===== config.mk =====
export PLATFORM = sky130hd
export DESIGN_NAME = clk_div_n
export DESIGN_NICKNAME = d
export VERILOG_FILES = /design/src/rtl/clk_div_pkg.sv /design/src/rtl/clk_div_negstage.sv /design/src/rtl/clk_div_n.sv
export SDC_FILE = /design/constraint.sdc
export NUM_CORES = 1
export LEC_CHECK = 0
export ABC_AREA = 1
export BUFFER_PORTS_ARGS = -buffer_cell sky130_fd_sc_hd__clkbuf_2
export CAP_MARGIN = 20
export CORE_AREA = 2 2 91 93
export CTS_CLUSTER_SIZE = 12
export DETAILED_ROUTE_END_ITERATION = 8
export DIE_AREA = 0 0 93 95
export GPL_ROUTABILITY_DRIVEN = 0
export PLACE_DENSITY = 0.53
export SYNTH_ARGS = -nofsm -noshare
export SYNTH_HDL_FRONTEND = slang
export SYNTH_SLANG_ARGS = --single-unit
export TNS_END_PERCENT = 100

===== constraint.sdc =====
create_clock -name clock -period 4.5 [get_ports clock]
set_clock_uncertainty 0.05 [all_clocks]
set_input_delay 0.675 -clock clock [delete_from_list [all_inputs] [get_ports clock]]
set_output_delay 0.675 -clock clock [all_outputs]
set_load 0.01 [all_outputs]

===== src/rtl/clk_div_pkg.sv =====
// Shared encodings and helpers for the clk_div_n programmable clock divider.
package clk_div_pkg;

  typedef enum logic {
    CLK_DIV_MODE_PULSE = 1'b0,
    CLK_DIV_MODE_HALF  = 1'b1
  } clk_div_mode_e;

  localparam int unsigned CLK_DIV_MIN = 2;

  // Divisors 0 and 1 cannot produce a period boundary distinct from the next, so lift them to 2.
  function automatic logic [31:0] clk_div_clamp(input logic [31:0] div);
    return (div < 32'(CLK_DIV_MIN)) ? 32'(CLK_DIV_MIN) : div;
  endfunction

endpackage


===== src/rtl/clk_div_negstage.sv =====
// Falling-edge retiming stage: stretches an odd-divisor half-mode high phase by half a clock.
module clk_div_negstage (
  input  logic clock,
  input  logic reset,
  input  logic pos_term,
  input  logic odd_half,
  output logic div_out
);

  logic neg_q;

  always_ff @(negedge clock or posedge reset) begin
    if (reset) begin
      neg_q <= 1'b0;
    end else begin
      neg_q <= pos_term & odd_half;
    end
  end

  assign div_out = pos_term | neg_q;

endmodule


===== src/rtl/clk_div_n.sv =====
// Runtime-programmable integer clock divider with period-boundary divisor/mode updates.
// Optional CLK_DIV_HALF_CYCLE_EN adds a negedge stage for exact N/2 duty on odd N.
module clk_div_n
  import clk_div_pkg::*;
#(
  parameter int unsigned WIDTH     = 8,
  parameter int unsigned DIV_RESET = 3
) (
  input  logic             clock,
  input  logic             reset,
  input  logic             enable,
  input  logic [WIDTH-1:0] div_in,
  input  logic             mode_in,
  input  logic             div_load,
  output logic             div_out,
  output logic             tick,
  output logic             pending
);

  logic [WIDTH-1:0] cnt, cnt_nxt;
  logic [WIDTH-1:0] div_q, div_nxt;
  logic [WIDTH-1:0] pend_div, pdiv_nxt;
  clk_div_mode_e    mode_q, mode_nxt, pend_mode, pmode_nxt;
  logic             pend_nxt;
  logic             run_q;
  logic             boundary;
  logic [WIDTH-1:0] div_in_c;
  clk_div_mode_e    mode_in_e;
  logic [WIDTH-1:0] half_lo, half_hi, thr;
  logic             tick_nxt, term_nxt, term_q;

  assign div_in_c  = WIDTH'(clk_div_clamp(32'(div_in)));
  assign mode_in_e = clk_div_mode_e'(mode_in);

  // run_q low on an enabled edge marks k = 0, which is treated as a period boundary.
  always_comb begin
    cnt_nxt   = '0;
    div_nxt   = div_q;
    mode_nxt  = mode_q;
    pdiv_nxt  = pend_div;
    pmode_nxt = pend_mode;
    pend_nxt  = pending;
    boundary  = 1'b0;
    if (!enable) begin
      if (div_load) begin
        div_nxt  = div_in_c;
        mode_nxt = mode_in_e;
        pend_nxt = 1'b0;
      end
    end else begin
      boundary = !run_q || (cnt == div_q - WIDTH'(1));
      if (boundary) begin
        if (div_load) begin
          div_nxt  = div_in_c;
          mode_nxt = mode_in_e;
        end else if (pending) begin
          div_nxt  = pend_div;
          mode_nxt = pend_mode;
        end
        pend_nxt = 1'b0;
      end else begin
        cnt_nxt = cnt + WIDTH'(1);
        if (div_load) begin
          pdiv_nxt  = div_in_c;
          pmode_nxt = mode_in_e;
          pend_nxt  = 1'b1;
        end
      end
    end
  end

  assign half_lo = div_nxt >> 1;
  assign half_hi = half_lo + WIDTH'(div_nxt[0]);
`ifdef CLK_DIV_HALF_CYCLE_EN
  assign thr = div_nxt[0] ? half_lo : half_hi;
`else
  assign thr = half_hi;
`endif
  assign tick_nxt = enable && (cnt_nxt == '0);
  assign term_nxt = enable && ((mode_nxt == CLK_DIV_MODE_PULSE) ? (cnt_nxt == '0) : (cnt_nxt < thr));

  always_ff @(posedge clock or posedge reset) begin
    if (reset) begin
      cnt       <= '0;
      div_q     <= WIDTH'(DIV_RESET);
      mode_q    <= CLK_DIV_MODE_PULSE;
      pend_div  <= WIDTH'(DIV_RESET);
      pend_mode <= CLK_DIV_MODE_PULSE;
      pending   <= 1'b0;
      run_q     <= 1'b0;
      tick      <= 1'b0;
      term_q    <= 1'b0;
    end else begin
      cnt       <= cnt_nxt;
      div_q     <= div_nxt;
      mode_q    <= mode_nxt;
      pend_div  <= pdiv_nxt;
      pend_mode <= pmode_nxt;
      pending   <= pend_nxt;
      run_q     <= enable;
      tick      <= tick_nxt;
      term_q    <= term_nxt;
    end
  end

`ifdef CLK_DIV_HALF_CYCLE_EN
  logic odd_half_q;

  always_ff @(posedge clock or posedge reset) begin
    if (reset) begin
      odd_half_q <= 1'b0;
    end else begin
      odd_half_q <= enable && (mode_nxt == CLK_DIV_MODE_HALF) && div_nxt[0];
    end
  end

  clk_div_negstage u_negstage (
    .clock    (clock),
    .reset    (reset),
    .pos_term (term_q),
    .odd_half (odd_half_q),
    .div_out  (div_out)
  );
`else
  assign div_out = term_q;
`endif

endmodule


==> metrics.sh <==
MET2_LENGTH_UM=2802
WORSTSKEWPAIRLATENCY_NS=0.29
POWERDENSITY_nW_PER_UM2=302.9
SETUP-TNS-FINAL_NS=0
AMOUNT_OF_WIRE_ON_MET3_AFTER_DETAILED_ROUTING_UM=149
VIAS=2054
NETLIST-CELL-TYPE-COUNT=35
VDD_DROP_MAX_V=0.0001354
PLEAK_uW=0.001281
CTS_TREE='done'
CRIT-REG2REG-LAUNCH='div_q[0]'
PATH_COMMON_CELL='sky130_fd_sc_hd__nand2_1'
CTS_MAX_LEVEL=2
TIMING_WORST_SETUP_PATH_TYPE='reg2reg'
SYNTH_TOP_FLOP_CELL='sky130_fd_sc_hd__dfrtp_1'
FIRST_GLOBAL_VIAS=2113
INITIALDRTVIOLATIONCOUNT=164
SYN_NETS=347
NUM_ROWS=33
OUTCOME='finished, final reports clean'
GRT.TOTAL_USAGE_PCT=14.76
WORST_PATH_MAX_DELAY_CELL='sky130_fd_sc_hd__dfstp_2'
POST_SYNTH_AND_OR_NAND_NOR_AREA_FRACTION_PCT=35.20
DOMINANT_COMBINATIONAL_CELL_FAMILY_BY_AREA_AFTER_SYNTHESIS='simple AND/OR/NAND/NOR gates'
WL_UM=5750
FMAX_MHz=262.0
GRT_PASS1_WL_UM=10050
PLACEMENT.IO_BUFFERS=15
RSZ0062_AT_GRT='false'
CTS.REPAIR.RESIZED=0
ROUTE.DETAILED.VIAS_PER_INST=4.585
SYNTH-COMPOUND-AREA-SHARE_PCT=11.62
SYNTH-EDFF-COUNT=0
HIGHEST-SIGNAL-LAYER='met4'
TOTAL_OVERFLOW_REPORTED_BY_THE_GLOBAL_ROUTER=0
ANTENNA_CELLS_INSERTED=0
CRITICAL_PATH.CELL_CHAIN='inv_2 -> ha_1 -> xor2_1 -> nand3_1 -> nor2_1 -> nand2_1 -> nor2_2 -> nand2_2 -> nand2_4 -> nor2_8 -> a211oi_1 -> ha_1 -> ha_1 -> inv_1 -> nor2_2 -> nand3_1 -> nand2_1 -> nand2_1 -> ha_1 -> nand2_1 -> nor2_1 -> a211oi_1 -> nand2_1 -> a21oi_1'
WORST-ENDPOINT-REQUIRED_NS=4.66
DIE_AREA_SQ_UM=8835
CLKSINKCOUNT=30
CP-STARTPOINT='div_q[0]'
TIMING_WORST_SLEW_PIN_VALUE_NS=0.4959
SETUP-VIOLATIONS-FINAL=0
SYNTH-SEQ-AREA-SHARE_PCT=33.91
CTS_BUFFER_DEPTH=2
REG_CLK_SLEW_REPORTED_PATHS_NS=0.07
CRITICAL_PATH.ENDPOINT_TYPE='flip-flop'
CTS-BUFFERS-INSERTED=5
CTS_HOLD_BUF=0
HOLDCRITPATHCLASS='in2async'
CLOCK_TREE.ROOT_CELL='sky130_fd_sc_hd__clkbuf_8'
CP-START-KIND='flip-flop'
START_UTIL_PCT=28.11
DRT-MET1-WL_UM=2693
HOLD_WS_NS=0.3845
FINAL_PERIOD_MINUS_WORST_SETUP_SLACK_NS=3.817
CRIT_PATH_MAX_FANOUT=9
SYNTHXORXNORAREAFRAC_PCT=4.323
MAXCAPVIOLCOUNT=0
CP.ARRIVAL_NS=3.98
DIEHEIGHT_UM=95
POST_SYNTH_INST_COUNT=323
WORST_R2R_PATH_DEPTH=24
YOSYS.AREA_SHARE.ADDER_PCT=6.176
DIE_X_UM=93
SYNTH_ASYNC_SR_FLOP_SHARE_PCT=100.0
R2R_SLACK_NS=0.68
CTS.REPAIR_TIMING.SETUP_BUFFER_COUNT=0
FINAL_CYCLE_UTILIZATION_OF_THE_CRITICAL_PATH_PCT=84.82
DRT-WIRELENGTH-PER-CELL_UM=12.83
CORE_REGION_AREA_SQ_UM=7928
AREA_GROWTH_SYN_TO_LAYOUT_PCT=12.97
POST_SYNTH.CELL_AREA_AVG_SQ_UM=6.899
DRTANTENNAVIOLNETS=0
R2R_END='div_out'
MAX-SLEW-MARGIN-REL_PCT=66.79
DRC=0
IO_COUNT=16
NETS_FINISH=366
WORST_PATH_DOMINANT_CELL_FAMILY='simple AND/OR/NAND/NOR gates'
MAXIMUM_NUMBER_OF_PINS_ON_ONE_NET_BEFORE_GLOBAL_ROUTE_REPAIR=31
YOSYSWARNINGCOUNT=0
YS_FF_LATCH=30
DRIVE_ABOVE_1_SHARE_PCT=15.16
DRT-PASS1-ITER-COUNT=4
CP.BUFFERS_INVERTERS=2
FINAL-HOLD-VIOLATION-COUNT=0
MUX_CONTRIBUTION_TO_SYNTHESIZED_AREA_PCT=0
CP_SLOWEST_STAGE_DELAY_NS=0.58
DPL.HPWL_UM=4531
NETLIST_AREA_SQ_UM=2228
GRT_ANTENNA_BEFORE_REPAIR=0
SLEW_VIOL_FINAL=0
-- layout by cell type, fill, tap and decap left out, drive strengths merged, types with 4 or more instances in the layout --
| cell type | instances |
|---|---|
| nand2 | 110 |
| inv | 45 |
| nor2 | 40 |
| dfrtp | 26 |
| o21ai | 24 |
| clkbuf | 22 |
| nand3 | 18 |
| a21oi | 11 |
| ha | 11 |
| xor2 | 8 |
| nand4 | 4 |
| dfstp | 4 |
-- kinds of logic after synthesis --
family	Yosys count
adders and majority gates	11
xor gates and xnor gates	11
buffers and inverters	51
DFF	30
AOI/OAI and AO/OA	44
and+or+nand+nor	176
-- through the flow --
stage / std cells / power, uW / setup WS (ns) / instance area, sq um / utilization [%]
after floorplan: 323 / 476.7 / 1.031 / 2228 / -
after global placement: 440 / 535.0 / 0.8092 / 2426 / 30.60
after detailed placement: 440 / 534.9 / 0.6930 / 2426 / 30.60
after CTS: 448 / 770.0 / 0.6769 / 2517 / 31.76
after global routing: 448 / 814.0 / 0.3139 / 2517 / 31.76
final: 448 / 762.5 / 0.6830 / 2517 / 31.76
-- sequential cells by signal (all words and copies together) (netlist names) --
register	cells
pend_div	8
cnt	8
tick	1
div_q	8
div_out	1
run_q	1
mode_q	1
pending	1
pend_mode	1
-- cell usage after synthesis (4+ instances only) --
| library cell | count | area share [%] |
|---|---|---|
| sky130_fd_sc_hd__nand2_1 | 106 | 18 |
| sky130_fd_sc_hd__inv_1 | 37 | 6.2 |
| sky130_fd_sc_hd__nor2_1 | 32 | 5.4 |
| sky130_fd_sc_hd__dfrtp_1 | 26 | 29 |
| sky130_fd_sc_hd__o21ai_0 | 19 | 4.3 |
| sky130_fd_sc_hd__nand3_1 | 15 | 3.4 |
| sky130_fd_sc_hd__a21oi_1 | 11 | 2.5 |
| sky130_fd_sc_hd__ha_1 | 11 | 6.2 |
| sky130_fd_sc_hd__xor2_1 | 8 | 3.1 |
| sky130_fd_sc_hd__inv_2 | 7 | 1.2 |
| sky130_fd_sc_hd__nor2_2 | 5 | 1.4 |
| sky130_fd_sc_hd__o21ai_1 | 5 | 1.1 |
| sky130_fd_sc_hd__dfstp_2 | 4 | 4.7 |
| sky130_fd_sc_hd__nand4_1 | 4 | 1.1 |
-- layer usage --
layer | GRT usage [%] | up-vias
met1 | 18.60 | 958
li1 | - | 1058
met4 | 6.005 | 0
met2 | 25.42 | 31
met3 | 2.155 | 7
met5 | 0 | -
-- power breakdown --
group          leakage, uW  total (uW)  internal, uW  switching, uW
Sequential        0.000372         328           302           26.7
Clock            0.0000482         233           123            110
Combinational     0.000861         201          70.5            130
Total              0.00128         763           496            267
-- area by class of cell --
| cell class | count | area, sq um |
|---|---|---|
| Clock buffer | 7 | 86.33 |
| Clock inverter | 1 | 5.005 |
| Fill cell | 891 | 5410 |
| Inverter | 47 | 178.9 |
| Multi-Input combinational cell | 242 | 1277 |
| Sequential cell | 30 | 755.7 |
| Tap cell | 105 | 131.4 |
| Timing Repair Buffer | 16 | 82.58 |
-- tightest hold or removal path, delay by kind of cell --
kind,cells,cell delay (ns)
buffers and inverters,3,0.48
-- worst max path at each step --
| stage | end | cells after the start | slack (ns) |
|---|---|---|---|
| 5_1_grt | div_out | 26 | 0.31 |
| 6_report | div_out | 24 | 0.68 |
| 2_1_floorplan | div_out | 24 | 1.03 |
| 3_5_place_dp | div_out | 24 | 0.69 |
| 3_3_place_gp | div_out | 23 | 0.81 |
| 4_1_cts | div_out | 24 | 0.68 |
(Power assumes the default switching activity.)
